===== src/rtl/div_pkg.sv =====
// Shared definitions for the sequential signed divider: default width,
// FSM state encoding and the per-operation iteration count.
package div_pkg;

    localparam int DIV_WIDTH = 25;
    localparam int DIV_ITERS = 2 * DIV_WIDTH;

    typedef enum logic [1:0] {
        IDLE = 2'd0,
        CALC = 2'd1,
        DONE = 2'd2
    } div_state_e;

    function automatic int iter_count(input int w);
        return 2 * w;
    endfunction

endpackage


===== src/rtl/twos_negate.sv =====
// Conditional two's-complement negation: out = neg ? -in : in.
module twos_negate #(
    parameter int W = 8
) (
    input  logic [W-1:0] in_val,
    input  logic         neg,
    output logic [W-1:0] out_val
);

    assign out_val = neg ? (~in_val + W'(1)) : in_val;

endmodule


===== src/rtl/seq_signed_divider.sv =====
// Sequential signed divider: 2*WIDTH-bit dividend by WIDTH-bit divisor,
// one restoring quotient bit per cycle, truncating toward zero.
module seq_signed_divider
    import div_pkg::*;
#(
    parameter int WIDTH = DIV_WIDTH
) (
    input  logic                 clk,
    input  logic                 rst_n,
    input  logic                 in_valid,
    output logic                 in_ready,
    input  logic [2*WIDTH-1:0]   dividend,
    input  logic [WIDTH-1:0]     divisor,
    output logic                 out_valid,
    input  logic                 out_ready,
    output logic [WIDTH-1:0]     quotient,
    output logic [WIDTH-1:0]     remainder,
    output logic                 overflow,
    output logic                 div_by_zero
);

    localparam int DW = 2 * WIDTH;
    localparam int ITERS = iter_count(WIDTH);
    localparam int CW = $clog2(ITERS + 1);
    localparam logic [DW-1:0] POS_MAX = {{(DW-WIDTH+1){1'b0}}, {(WIDTH-1){1'b1}}};
    localparam logic [DW-1:0] NEG_MAG = {{(DW-WIDTH){1'b0}}, 1'b1, {(WIDTH-1){1'b0}}};

    div_state_e       state_q, state_d;
    logic [CW-1:0]    cnt_q, cnt_d;
    logic [DW-1:0]    quo_q, quo_d;
    logic [WIDTH-1:0] rem_q, rem_d;
    logic [WIDTH-1:0] dsr_q, dsr_d;
    logic             sign_a_q, sign_a_d;
    logic             sign_b_q, sign_b_d;
    logic [WIDTH-1:0] quotient_q, quotient_d;
    logic [WIDTH-1:0] remainder_q, remainder_d;
    logic             overflow_q, overflow_d;
    logic             dbz_q, dbz_d;

    logic [DW-1:0]    abs_dvd_s;
    logic [WIDTH-1:0] abs_dsr_s;
    logic [WIDTH+1:0] trial_s;
    logic [DW-1:0]    quo_step_s;
    logic [WIDTH-1:0] rem_step_s;
    logic [DW-1:0]    quo_signed_s;
    logic [WIDTH-1:0] rem_signed_s;
    logic             ovf_s;

    twos_negate #(.W(DW)) u_abs_dvd (
        .in_val (dividend),
        .neg    (dividend[DW-1]),
        .out_val(abs_dvd_s)
    );

    twos_negate #(.W(WIDTH)) u_abs_dsr (
        .in_val (divisor),
        .neg    (divisor[WIDTH-1]),
        .out_val(abs_dsr_s)
    );

    twos_negate #(.W(DW)) u_sgn_quo (
        .in_val (quo_step_s),
        .neg    (sign_a_q ^ sign_b_q),
        .out_val(quo_signed_s)
    );

    twos_negate #(.W(WIDTH)) u_sgn_rem (
        .in_val (rem_step_s),
        .neg    (sign_a_q),
        .out_val(rem_signed_s)
    );

    // One restoring step: shift in the next dividend bit, subtract if it fits.
    always_comb begin
        trial_s = {1'b0, rem_q, quo_q[DW-1]} - {2'b00, dsr_q};
        if (trial_s[WIDTH+1]) begin
            rem_step_s = {rem_q[WIDTH-2:0], quo_q[DW-1]};
        end else begin
            rem_step_s = trial_s[WIDTH-1:0];
        end
        quo_step_s = {quo_q[DW-2:0], ~trial_s[WIDTH+1]};
        // Magnitude check: a negative result may reach one further than a positive one.
        if (sign_a_q ^ sign_b_q) begin
            ovf_s = (quo_step_s > NEG_MAG);
        end else begin
            ovf_s = (quo_step_s > POS_MAX);
        end
    end

    // Next-state and datapath update for the IDLE/CALC/DONE controller.
    always_comb begin
        state_d     = state_q;
        cnt_d       = cnt_q;
        quo_d       = quo_q;
        rem_d       = rem_q;
        dsr_d       = dsr_q;
        sign_a_d    = sign_a_q;
        sign_b_d    = sign_b_q;
        quotient_d  = quotient_q;
        remainder_d = remainder_q;
        overflow_d  = overflow_q;
        dbz_d       = dbz_q;
        case (state_q)
            IDLE: begin
                if (in_valid) begin
                    sign_a_d = dividend[DW-1];
                    sign_b_d = divisor[WIDTH-1];
                    quo_d    = abs_dvd_s;
                    rem_d    = {WIDTH{1'b0}};
                    dsr_d    = abs_dsr_s;
                    if (divisor == {WIDTH{1'b0}}) begin
                        state_d     = DONE;
                        dbz_d       = 1'b1;
                        quotient_d  = {WIDTH{1'b1}};
                        remainder_d = dividend[WIDTH-1:0];
                        overflow_d  = 1'b0;
                    end else begin
                        state_d = CALC;
                        cnt_d   = CW'(ITERS);
                    end
                end else begin
                    state_d = IDLE;
                end
            end
            CALC: begin
                quo_d = quo_step_s;
                rem_d = rem_step_s;
                cnt_d = cnt_q - CW'(1);
                if (cnt_q == CW'(1)) begin
                    state_d     = DONE;
                    quotient_d  = quo_signed_s[WIDTH-1:0];
                    remainder_d = rem_signed_s;
                    overflow_d  = ovf_s;
                    dbz_d       = 1'b0;
                end else begin
                    state_d = CALC;
                end
            end
            DONE: begin
                if (out_ready) begin
                    state_d     = IDLE;
                    quotient_d  = {WIDTH{1'b0}};
                    remainder_d = {WIDTH{1'b0}};
                    overflow_d  = 1'b0;
                    dbz_d       = 1'b0;
                end else begin
                    state_d = DONE;
                end
            end
            default: begin
                state_d = IDLE;
            end
        endcase
    end

    // State and datapath registers, cleared only by the asynchronous reset.
    always_ff @(posedge clk or negedge rst_n) begin
        if (!rst_n) begin
            state_q     <= IDLE;
            cnt_q       <= {CW{1'b0}};
            quo_q       <= {DW{1'b0}};
            rem_q       <= {WIDTH{1'b0}};
            dsr_q       <= {WIDTH{1'b0}};
            sign_a_q    <= 1'b0;
            sign_b_q    <= 1'b0;
            quotient_q  <= {WIDTH{1'b0}};
            remainder_q <= {WIDTH{1'b0}};
            overflow_q  <= 1'b0;
            dbz_q       <= 1'b0;
        end else begin
            state_q     <= state_d;
            cnt_q       <= cnt_d;
            quo_q       <= quo_d;
            rem_q       <= rem_d;
            dsr_q       <= dsr_d;
            sign_a_q    <= sign_a_d;
            sign_b_q    <= sign_b_d;
            quotient_q  <= quotient_d;
            remainder_q <= remainder_d;
            overflow_q  <= overflow_d;
            dbz_q       <= dbz_d;
        end
    end

    assign in_ready    = (state_q == IDLE);
    assign out_valid   = (state_q == DONE);
    assign quotient    = quotient_q;
    assign remainder   = remainder_q;
    assign overflow    = overflow_q;
    assign div_by_zero = dbz_q;

endmodule


===== config.mk =====
export PLATFORM = sky130hd
export DESIGN_NAME = seq_signed_divider
export DESIGN_NICKNAME = d
export VERILOG_FILES = /design/src/rtl/div_pkg.sv /design/src/rtl/twos_negate.sv /design/src/rtl/seq_signed_divider.sv
export SDC_FILE = /design/constraint.sdc
export NUM_CORES = 1
export LEC_CHECK = 0
export BUFFER_PORTS_ARGS = -buffer_cell sky130_fd_sc_hd__buf_2
export CORE_MARGIN = 2
export CORE_UTILIZATION = 45
export CTS_CLUSTER_SIZE = 25
export DETAILED_ROUTE_END_ITERATION = 10
export PLACE_DENSITY = 0.67
export SYNTH_ARGS = -nofsm -noshare
export SYNTH_HDL_FRONTEND = slang
export SYNTH_SLANG_ARGS = --single-unit

===== constraint.sdc =====
create_clock -name clk -period 5.4 [get_ports clk]
set_clock_uncertainty 0.1 [all_clocks]
set_input_delay 1.35 -clock clk [delete_from_list [all_inputs] [get_ports clk]]
set_output_delay 1.35 -clock clk [all_outputs]
set_load 0.01 [all_outputs]

* Word level (Yosys, flattened, before mapping) *
Index checks and enable logic that the tools add are counted.

cells by class
  $add $sub $neg = 6
  magnitude comparators = 2
  equality and inequality tests = 8
  muxes and demuxes = 36
  bitwise gates (word level) = 6
  reduce and logical (&&, ||, !) cells = 8

operator list
  operator                                               count
  two-way mux 25 bit                                     12
  case mux 25 bit (3 select lines)                       2
  two-way mux 50 bit                                     2
  case mux 50 bit (2 select lines)                       1
  adder 25 x 1 -> 25 bit (second input constant)         3
  inverter 25 bit                                        3
  adder 50 x 1 -> 50 bit (second input constant)         1
  > comparator 50 x 24 -> 1 bit (second input constant)  1
  > comparator 50 x 25 -> 1 bit (second input constant)  1
  inverter 50 bit                                        1
  case mux 25 bit (2 select lines)                       1
  subtractor 26 x 25 -> 27 bit                           1
  zero test 25 bit                                       1
  two-way mux 6 bit                                      2
  case mux 6 bit (2 select lines)                        1
  two-way mux 1 bit                                      8
  two-way mux 2 bit                                      4
  == test 6 x 1 -> 1 bit (second input constant)         1
  != test 2 bit (second input constant)                  3
  case mux 1 bit (3 select lines)                        2
  case mux 2 bit (3 select lines)                        1
  subtractor 6 x 1 -> 6 bit (second input constant)      1
  AND reduction 5 bit                                    1
  != test 2 x 1 -> 1 bit (second input constant)         2
  9 further kinds                                        10

storage, ports and cells
  register bits = 162
  bits of input ports = 79
  output and inout bits = 54
  word-level logic and storage cells = 77

* Longest topological paths before layout *
Gate-level depths: netlist of run 1.

  word-level depth = 7
  gate-level depth with buffers = 21
  mapped depth without buffers = 19

* Cells and area by module *
Synthesis of run 1 repeated with hierarchy kept, for this count alone.

second synthesis, totals
  cells, all modules = 1,431
  area, all modules = 12,469.5 um^2

modules (own cells, without submodules)
  module                       instances  cells an instance  area an instance (um^2)  seq. area each (um^2)
  seq_signed_divider           1          959                8,921.1                  4,053.9
  twos_negate (u_abs_dvd ...)  2          160                1,247.4                  0.0
  twos_negate (u_abs_dsr ...)  2          76                 526.8                    0.0

* Worst setup path before layout of run 1 *
Ideal clock, no wire load.

  path type = flip-flop to flip-flop
  start = register rem_q[18]
  end = register remainder_q[12] (netlist: remainder[12])
  library setup time = 0.126 ns
  arrival = 4.983 ns
  required time = 5.174 ns
  setup slack = 0.191 ns
  stages on the path, launching flop included = 18
  path buffers = 3
  period minus slack after synthesis = 5.209 ns
  cells stage by stage = dfrtp_1 -> ha_1 -> clkbuf_1 -> a211oi_1 -> nor4_1 -> a2111oi_1 -> nand2_1 -> buf_2 -> buf_1 -> o21ai_0 -> ha_1 -> nand2_1 -> or4b_2 -> o21a_1 -> or3b_2 -> nand2_1 -> xor2_1 -> a221o_1

on the way
  cells in the longest elaborated chain, start to end = 7

ends and longest elaborated chain
  what                                  line                       RTL
  from (decl)                           seq_signed_divider.sv:31   logic [WIDTH-1:0] rem_q, rem_d;
  from (signal assigned)                seq_signed_divider.sv:162  rem_q <= {WIDTH{1'b0}};
  from (signal assigned)                seq_signed_divider.sv:174  rem_q <= rem_d;
  subtractor 26 x 25 -> 27 bit (*)      seq_signed_divider.sv:75   trial_s = {1'b0, rem_q, quo_q[DW-1]} - {2'b00, dsr_q};
  two-way mux 25 bit (*)                seq_signed_divider.sv:76   if (trial_s[WIDTH+1]) begin
  inverter 25 bit                       twos_negate.sv:10          assign out_val = neg ? (~in_val + W'(1)) : in_val;
  adder 25 x 1 -> 25 bit                twos_negate.sv:10
  two-way mux 25 bit (*)                twos_negate.sv:10
  two-way mux 25 bit (*)                seq_signed_divider.sv:129  if (cnt_q == CW'(1)) begin
  case mux 25 bit (3 select lines) (*)  seq_signed_divider.sv:103  case (state_q)
  to (signal assigned)                  seq_signed_divider.sv:167  remainder_q <= {WIDTH{1'b0}};
  to (signal assigned)                  seq_signed_divider.sv:179  remainder_q <= remainder_d;
  to (decl)                             seq_signed_divider.sv:36   logic [WIDTH-1:0] remainder_q, remainder_d;

Mark *: on every way between the ends. The rest lies on a longest branch, timed or not. The select of a mux whose other input is x is not followed.
A chain may end at the register's enable or synchronous reset.

* Final worst setup path of run 1 *
Ends and elaborated chain as after synthesis.

==> metrics, run 1 <==
status=completed; Post-synth EDFFs=0; CTS tree=done; area of the multi-input gates=6843 µm²; Synth top area share=35.63%; Core Rows=58; CTS H-Tree Depth=4; Yosys cell types=72; Layout area overhead=13.92%; DRT iter0 DRCs=just over 1000; Clock Tree Root=clkbuf_16; Crit. End Element=flip-flop; Setup TNS=0 ns; Peak VDD IR=0.3263 mV; Worst-path clk slew=0.07 ns; layout cells sized above 1=13.26%; Pwr Density=628.9 nW/µm²; Fill cells=2444; Mapped Cells=1405; cell repeated most along the worst path=nand2_1; worst-margin pin slew=1.065 ns; chip height=~160 µm; flops & latches, synth=162; router iterations before antenna repair=5; Synth area leader=dfrtp_1; clk_lat worst skew=0.43 ns; worst hold slack=around 0.37 ns; post-detailed-routing wire length=32090 µm; delay-heaviest family, CP=compound AO/OA/AOI/OAI gates; DR WL/cell=about 17 µm; max-slew violations=0; crit path launch type=flip-flop; yosys warns=0; hold path depth=1; CORE AREA=25040 µm²; slowest CP cell=or4b_2; clk buf depth=2; port bufs=132; critical path, cell by cell=ha_1, a211oi_1, nor4_1, a2111oi_1, buf_4, nand2_1, buf_12, o21ai_0, ha_1, nand2_1, or4b_2, o21a_1, or3b_2, nand2_1, xor2_1, a221o_1; cell area after synthesis=11380 µm²; ys flop type=dfrtp_1; number of global-route vias before repair=9730; worst-path maximum fanout=30; Avg Cell Area, Syn=8.099 µm²; ranking of synthesized cells by area=dfrtp_1 (36%), o21ai_0 (7.6%), nand2_1 (6.5%), xor2_1 (5.9%), a21oi_1 (4.6%); antenna violations before repair=0; crit path DAT=between 5 and 6 ns; Tcrit/Tclk final=91.49%; RSZ-0062 raised after global routing=false; FF/Latch Area=just over 4000 µm²; Num CTS Buffers=17; Req. time, crit path=5.62 ns; # IOs=133; leakage power=between 5 and 6 nW; number of max-cap violations=0; DRC violations left=0; post-route ant nets=0; n_diodes=0; number of stages on the worst setup path=16; Hold Fails Final Rpt=0; Crit Path Category=flip-flop to flip-flop; GRT overflow=0; CP startpoint=rem_q[18]$_DFFE_PN0P_; most frequent cell after synthesis=nand2_1; WP buf/inv=2; hpwl dp=approximately 24000 µm; Initial Util=45.45%; asr flop ratio synth=100.0%; reg-to-reg critical path startpoint=rem_q[18]$_DFFE_PN0P_; HP Start=quotient[18]$_DFFE_PN0P_; sequential share of the synthesized area=35.63%; RePlAce Congestion=0.9316; CTS sink cnt=162; post-cts sizing count=0; Hold Path Class=flip-flop to flip-flop; first-pass GRT wire length=51580 µm; commonest cells in the netlist=nand2_1 (196), o21ai_0 (173), dfrtp_1 (162); postcts setup bufs=0; Final min period=4.940 ns; die area=about 27000 µm²; relative slew slack=28.98%; CP max stage delay=0.66 ns; Reg2Reg Depth=16; Via Count=between 10000 and 15000; largest net degree at the start of global routing=97; maximum achievable frequency=202.4 MHz; final setup violation count=0; hold_buf cts=0; GR Util All Layers=24.28%; Die X-Extent=between 150 and 200 µm; Mapped Nets=1520; vias per cell=5.797; Total Nets Final=1613
## placed cells by master (no fill, tap or decap), types with 4 or more instances in the layout
cell	n
xor2_1	77
nor4_1	17
o21ai_1	4
nand4_1	8
nor2b_1	6
and3_1	13
buf_4	17
o21ai_0	173
inv_1	52
nor3b_1	4
dfrtp_1	162
buf_2	131
a21oi_1	105
o21a_1	6
a21o_1	20
a31oi_1	12
nor2_1	114
buf_12	4
or4_1	15
o21bai_1	4
a211oi_1	20
nand2b_1	10
or3_1	14
a22o_1	11
clkbuf_16	17
nor3_1	24
o22ai_1	6
o41ai_1	16
mux2i_1	23
nand3_1	16
ha_1	34
xnor2_1	57
o211ai_1	4
nand2_1	196
a221oi_1	8
or4_4	4
o31ai_1	31
## registers in the layout, indices dropped and copies added, names as in the netlist
register	flops
cnt_q	6
div_by_zero	1
dsr_q	25
overflow	1
quo_q	50
quotient	25
rem_q	25
remainder	25
sign_a_q	1
sign_b_q	1
state_q	2
## power by group
part | leakage, nW | switching [mW] | internal, mW
combinational | 3.45 | 2.81 | 1.87
clock | 0.277 | 0.494 | 0.730
sequential | 2.00 | 0.497 | 1.75
total | 5.73 | 3.80 | 4.35
## per-layer routing
layer,track usage (%),routed length [µm]
met1,34.38,14630
met2,38.64,14690
met3,3.301,2014
met4,7.522,760
met5,0,0
## metrics by stage
step / std cells / power (mW) / utilization (%) / setup WS (ns) / instance area [µm²]
6_report: 1838 / 8.152 / 51.77 / 0.4596 / 12960
5_1_grt: 1838 / 8.802 / 51.77 / 0.05185 / 12960
2_1_floorplan: 1405 / 5.505 / - / 0.1911 / 11380
3_3_place_gp: 1809 / 6.820 / 49.46 / 0.6315 / 12380
3_5_place_dp: 1809 / 6.891 / 49.46 / 0.4973 / 12380
4_1_cts: 1838 / 8.138 / 51.77 / 0.5084 / 12960
## area by class of cell
cell class / count / area share [%]
multi-input combinational: 1111 / 52.79
clock buffer: 19 / 3.417
timing repair buffer: 153 / 6.747
tap: 330 / 3.185
sequential: 162 / 31.27
clock inverter: 10 / 1.052
inverter: 53 / 1.535
## worst paths after layout
check / endpoint / slack, ns
worst max-delay path: remainder[12]$_DFFE_PN0P_ / 0.46
worst min-delay path: quotient[18]$_DFFE_PN0P_ / 0.37
worst max register to register: remainder[12]$_DFFE_PN0P_ / 0.46
worst min register to register: quotient[18]$_DFFE_PN0P_ / 0.37
max in group asynchronous: dsr_q[7]$_DFFE_PN0P_ / 3.47
min in group asynchronous: quotient[8]$_DFFE_PN0P_ / 0.87
## logic make-up after synthesis
logic type               count (synthesis)  share of synthesized area (%)
multiplexers                            24                          2.122
AND/OR/NAND/NOR                        465                          19.08
AO/OA/AOI/OAI                          452                          24.43
adder cells (fa/ha/maj)                 36                          4.025
XOR/XNOR                               134                          10.31
flip-flops                             162                          35.63
buffers and inverters                  132                          4.399
No activity file was read; power rests on OpenSTA's default activity.
==> run 2, diff against run 1 <==
==> constraint.sdc (replaced) <==
create_clock -name clk -period 4.24 [get_ports clk]
set_clock_uncertainty 0.1 [all_clocks]
set_input_delay 1.06 -clock clk [delete_from_list [all_inputs] [get_ports clk]]
set_output_delay 1.06 -clock clk [all_outputs]
set_load 0.01 [all_outputs]
==> run 2 against run 1 <==
Net effect:
- flip-flop and latch count unchanged
- sequential share of layout area decreased by 2.0 points
- first-iteration DRC count decreased by 11%
- highest routed layer unchanged
==> metrics, run 2 (synthesis results as in run 1) <==
status=completed; Crit Path Category=flip-flop to flip-flop; hpwl dp=~25000 µm; switching part of the total power=45.90%; GR Util All Layers=25.08%; Internal Pwr Total=6.026 mW; Clock power frac=15.3%; DR WL/cell=17.17 µm; port bufs=about 130; relative slew slack=around 43%; Num CTS Buffers=17; worst hold slack=roughly 0.37 ns; final setup violation count=0; Initial Util=45.45%; DP Cell Count=1896; Worst-path clk slew=~0.07 ns; vias per cell=5.663; Total Power=11.14 mW; crit path DAT=around 4.5 ns; Layout area overhead=21.60%; antenna violations before repair=0; Final min period=4.235 ns; largest net degree at the start of global routing=85; post-route ant nets=0; worst-margin pin slew=0.8495 ns; CTS tree=done; Flop pwr share=25.7%; Via Count=10940; Core Rows=58; RePlAce Congestion=0.9211; # IOs=133; leakage power=just over 6 nW; post-detailed-routing wire length=33180 µm; worst-path maximum fanout=5; Biggest register=quo_q; CTS H-Tree Depth=4; RSZ-0062 raised after global routing=true; Die X-Extent=163.0 µm; Gate power share=around three fifths; slowest CP cell=or4b_4; placed inst area=13110 µm²; GRT overflow=0; number of global-route vias before repair=10080; Worst Slack Setup Final=0.005477 ns; Crit. End Element=flip-flop; DRC violations left=0; chip height=163.0 µm; GRT met3 Usage=3.631%; Hold Path Class=flip-flop to flip-flop; met1 usage=35.71%; commonest cells after routing, fill and taps aside=nand2_1 (194), o21ai_0 (166), dfrtp_1 (162); die area=26570 µm²; crit path launch type=flip-flop; max-slew violations=0; Total Nets Final=1704; hold_buf cts=0; NetSw=between 5 and 6 mW; Largest register FFs=50; CORE AREA=25040 µm²; Peak VDD IR=~0.38 mV; Cell Count, Final, Fillers Out=1932; Pwr Density=a little over 800 nW/µm²; n_diodes=0; final core utilization=55.26%; clk_lat worst skew=0.44 ns; number of max-cap violations=0; WP buf/inv=1; critical path, cell by cell=ha_1, and4_1, and2_1, a221o_1, o21ai_2, nand2_2, inv_2, mux2i_4, ha_2, nand2_1, or4b_4, o21a_1, or3b_4, nand2_2, xor2_1, a221o_1; Req. time, crit path=4.46 ns; grt peak-use layer=met2; worst slack at placement=-0.1468 ns; first-pass GRT wire length=52920 µm; clk buf depth=2; layout cells sized above 1=19.66%; DRT iter0 DRCs=906; maximum achievable frequency=236.2 MHz; Tcrit/Tclk final=roughly 100%; CTS sink cnt=between 150 and 200; Setup TNS=0 ns; commonest non-fill, non-tap cell in the layout=nand2_1; CP max stage delay=~0.53 ns; Clock Tree Root=clkbuf_16; delay-heaviest family, CP=simple AND/OR/NAND/NOR gates; Hold Fails Final Rpt=0; final instance area=~14000 µm²; met2 Usage GRT=39.50%; router iterations before antenna repair=7; register-to-register setup slack=0.005 ns
run 2: final timing paths:
check                                         from                        end  depth (start not counted)
setup reg to reg             rem_q[13]$_DFFE_PN0P_  remainder[12]$_DFFE_PN0P_                         16
hold / removal             quotient[6]$_DFFE_PN0P_    quotient[6]$_DFFE_PN0P_                          1
max in group asynchronous                    rst_n       dsr_q[7]$_DFFE_PN0P_                          2
hold reg to reg            quotient[6]$_DFFE_PN0P_    quotient[6]$_DFFE_PN0P_                          1
min in group asynchronous                    rst_n    quotient[5]$_DFFE_PN0P_                          1
setup / recovery             rem_q[13]$_DFFE_PN0P_  remainder[12]$_DFFE_PN0P_                         16
run 2: power groups by stage:
stage | clock [mW] | sequential, mW | combinational [mW]
2_1_floorplan | 0 | 2.79 | 4.34
3_3_place_gp | 0 | 2.85 | 6.27
3_5_place_dp | 0 | 2.87 | 6.39
4_1_cts | 1.72 | 2.85 | 6.43
5_1_grt | 1.79 | 2.95 | 7.25
6_report | 1.70 | 2.87 | 6.57
run 2: layer usage:
layer / vias to the layer above / wire length, µm
li1: 5413 / -
met1: 5118 / 15160
met2: 360 / 15210
met3: 50 / 2131
met4: 0 / 670
met5: - / 0
run 2: timing repair:
item / CTS / global route
resized for setup: 0 / 14
setup endpoints to repair: 4 / 14
pin swaps: 4 / 12
buffers inserted: 1 / 3
run 2: cell type report:
type	count	area, µm²
flip-flops and latches	162	4054
well taps	330	412.9
inverters	53	198.9
clock buffers	19	442.9
multi-input cells	1111	6955
fillers	2344	11200
clock inverters	13	197.7
repair buffers	244	1574
run 2: worst register-to-register path: stages (launching register included):
cell and delay (ns):
dfrtp_1 0.43, ha_1 0.38, and4_1 0.28, and2_1 0.16, a221o_1 0.33, o21ai_2 0.16, nand2_2 0.09, inv_2 0.09
mux2i_4 0.25, ha_2 0.21, nand2_1 0.05, or4b_4 0.53, o21a_1 0.22, or3b_4 0.38, nand2_2 0.08, xor2_1 0.07
a221o_1 0.29
==> run 3, diff against run 2 <==
--- a/config.mk
+++ b/config.mk
@@ -6,6 +6,7 @@
 export NUM_CORES = 1
 export LEC_CHECK = 0
 export BUFFER_PORTS_ARGS = -buffer_cell sky130_fd_sc_hd__buf_2
+export CORE_ASPECT_RATIO = 1.2
 export CORE_MARGIN = 2
 export CORE_UTILIZATION = 45
 export CTS_CLUSTER_SIZE = 25
==> run 3 against run 2 <==
Net effect:
- count of clock-buffer cells in the layout is 2 lower
- non-clock buffer count is 7 higher
- register-to-register slack better by 0.03 ns
- utilization is 0.54 points higher
- sequential power hardly changed
- worst setup slack better by 0.034 ns
- global-route usage is 0.41 points higher
- critical path type unchanged
- critical endpoint unchanged
==> metrics, run 3 (synthesis results as in run 1) <==
number of max-cap violations=0; leakage power=6.220 nW; Crit Path Category=flip-flop to flip-flop; first-pass GRT wire length=approximately 53000 µm; # IOs=133; Flop pwr share=26.3%; CTS sink cnt=162; Clock Tree Root=clkbuf_16; Clock power frac=15.0%; die area=26580 µm²; antenna violations before repair=1; Peak VDD IR=~0.31 mV; area of the multi-input gates=6923 µm²; CP startpoint=rem_q[16]$_DFFE_PN0P_; switching part of the total power=46.04%; Crit. End Element=flip-flop; RePlAce Congestion=0.9062; clk buf depth=2; Fill cells=2325; hpwl dp=25660 µm; FF/Latch Area=just over 4000 µm²; crit path to=remainder[12]$_DFFE_PN0P_; router iterations before antenna repair=7; Hold Path Class=flip-flop to flip-flop; register-to-register setup slack=0.04 ns; final setup violation count=0; maximum achievable frequency=around 240 MHz; Worst-path clk slew=roughly 0.070 ns; DRC violations left=0; commonest cells after routing, fill and taps aside=nand2_1 (194), o21ai_0 (168), dfrtp_1 (162); DRT iter0 DRCs=696; Biggest register=quo_q; CTS tree=done; post-detailed-routing wire length=33680 µm; GRT overflow=0; port bufs=approximately 130; Via Count=10990; Worst Slack Setup Final=0.03944 ns; crit path DAT=4.42 ns; post-route ant nets=0; Initial Util=45.97%; GR Util All Layers=25.49%; Req. time, crit path=approximately 4.5 ns; Num CTS Buffers=17; status=completed; CTS H-Tree Depth=4; Final min period=4.201 ns; Internal Pwr Total=5.925 mW; worst hold slack=0.3750 ns; largest net degree at the start of global routing=91; Reg2Reg Depth=16; Tcrit/Tclk final=99.07%; Core Rows=63; Largest register FFs=50; crit path launch type=flip-flop; DR WL/cell=17.42 µm; Gate power share=58.8%; clk_lat worst skew=~0.44 ns; Reg-to-Reg End=remainder[12]$_DFFE_PN0P_; RSZ-0062 raised after global routing=true; Pwr Density=795.1 nW/µm²; max-slew violations=0; chip height=between 150 and 200 µm; NetSw=5.056 mW; relative slew slack=40.26%; layout cells sized above 1=19.83%; CORE AREA=about 25000 µm²; reg-to-reg critical path startpoint=rem_q[16]$_DFFE_PN0P_; n_diodes=0; vias per cell=roughly 5.7; worst-path maximum fanout=6; Total Nets Final=1711; Die X-Extent=149.2 µm; worst slack at placement=-0.1770 ns; worst-margin pin slew=about 0.9 ns; commonest non-fill, non-tap cell in the layout=nand2_1; Hold Fails Final Rpt=0; Layout area overhead=21.38%; number of global-route vias before repair=10210
==> run 3: cell types whose count changed in the layout (fill, tap and decap cells not counted), sizes merged <==
cell,before,now
bufinv,4,3
clkinv,2,5
buf,244,251
clkbuf,19,17
==> run 3: worst max-delay path: stages (launching register included) <==
cell and delay [ns]:
dfrtp_1 0.44, ha_1 0.40, and4_1 0.24, and2_1 0.17, a221o_1 0.33, o21ai_2 0.17, nand2_2 0.09, inv_2 0.07
mux2i_2 0.24, ha_2 0.22, nand2_1 0.05, or4b_4 0.51, o21a_1 0.20, or3b_4 0.38, nand2_2 0.08, xor2_1 0.08
a221o_1 0.29
==> run 3: what timing repair did <==
item | in CTS | in global routing
buffers inserted | 1 | 2
hold buffers | 0 | 0
setup endpoints to repair | 2 | 12
gates resized for setup | 0 | 5
pin swaps | 1 | 8
==> run 3: worst min-delay path by stage <==
stage / startpoint / to / slack (ns) / depth (start not counted)
CTS: quotient[13]$_DFFE_PN0P_ / quotient[13]$_DFFE_PN0P_ / 0.38 / 1
finish: quotient[8]$_DFFE_PN0P_ / quotient[8]$_DFFE_PN0P_ / 0.38 / 1
global route: quotient[13]$_DFFE_PN0P_ / quotient[13]$_DFFE_PN0P_ / 0.39 / 1
global placement: quotient[16]$_DFFE_PN0P_ / quotient[16]$_DFFE_PN0P_ / 0.36 / 1
floorplan: dsr_q[24]$_DFFE_PN0P_ / dsr_q[24]$_DFFE_PN0P_ / 0.34 / 2
detailed placement: quotient[13]$_DFFE_PN0P_ / quotient[13]$_DFFE_PN0P_ / 0.36 / 1
==> run 3: layout make-up <==
| class | count | area share [%] |
|---|---|---|
| clock buffer | 17 | 3.080 |
| clock inverter | 15 | 1.305 |
| inverter | 53 | 1.440 |
| multi-input combinational | 1111 | 50.13 |
| sequential | 162 | 29.35 |
| tap | 325 | 2.944 |
| timing repair buffer | 251 | 11.75 |
==> run 3: stage by stage <==
step	power, mW	util [%]	instance area, µm²	TNS, ns	instances
final	10.98	55.80	13810	0	1934
after CTS	10.91	55.65	13770	0	1932
after global routing	11.83	55.80	13810	-0.3525	1934
after floorplan	7.131	-	11460	-0.7635	1405
after detailed placement	9.235	53.17	13160	-0.7702	1899
after global placement	9.097	53.17	13160	-0.4994	1899
==> run 3: layer usage <==
| layer | vias up | share of wire, % | global-route usage [%] |
|---|---|---|---|
| met3 | 54 | 6.1 | 3.223 |
| li1 | 5412 | - | - |
| met2 | 364 | 49 | 44.24 |
| met1 | 5162 | 43 | 32.93 |
| met5 | - | 0.039 | 0 |
| met4 | 2 | 2.5 | 8.373 |
==> run 3: power by group through the flow <==
stage | combinational, mW | sequential [mW] | clock [mW]
floorplan | 4.34 | 2.79 | 0
global placement | 6.22 | 2.87 | 0
detailed placement | 6.34 | 2.89 | 0
CTS | 6.39 | 2.87 | 1.66
global route | 7.15 | 2.96 | 1.72
finish | 6.45 | 2.88 | 1.64
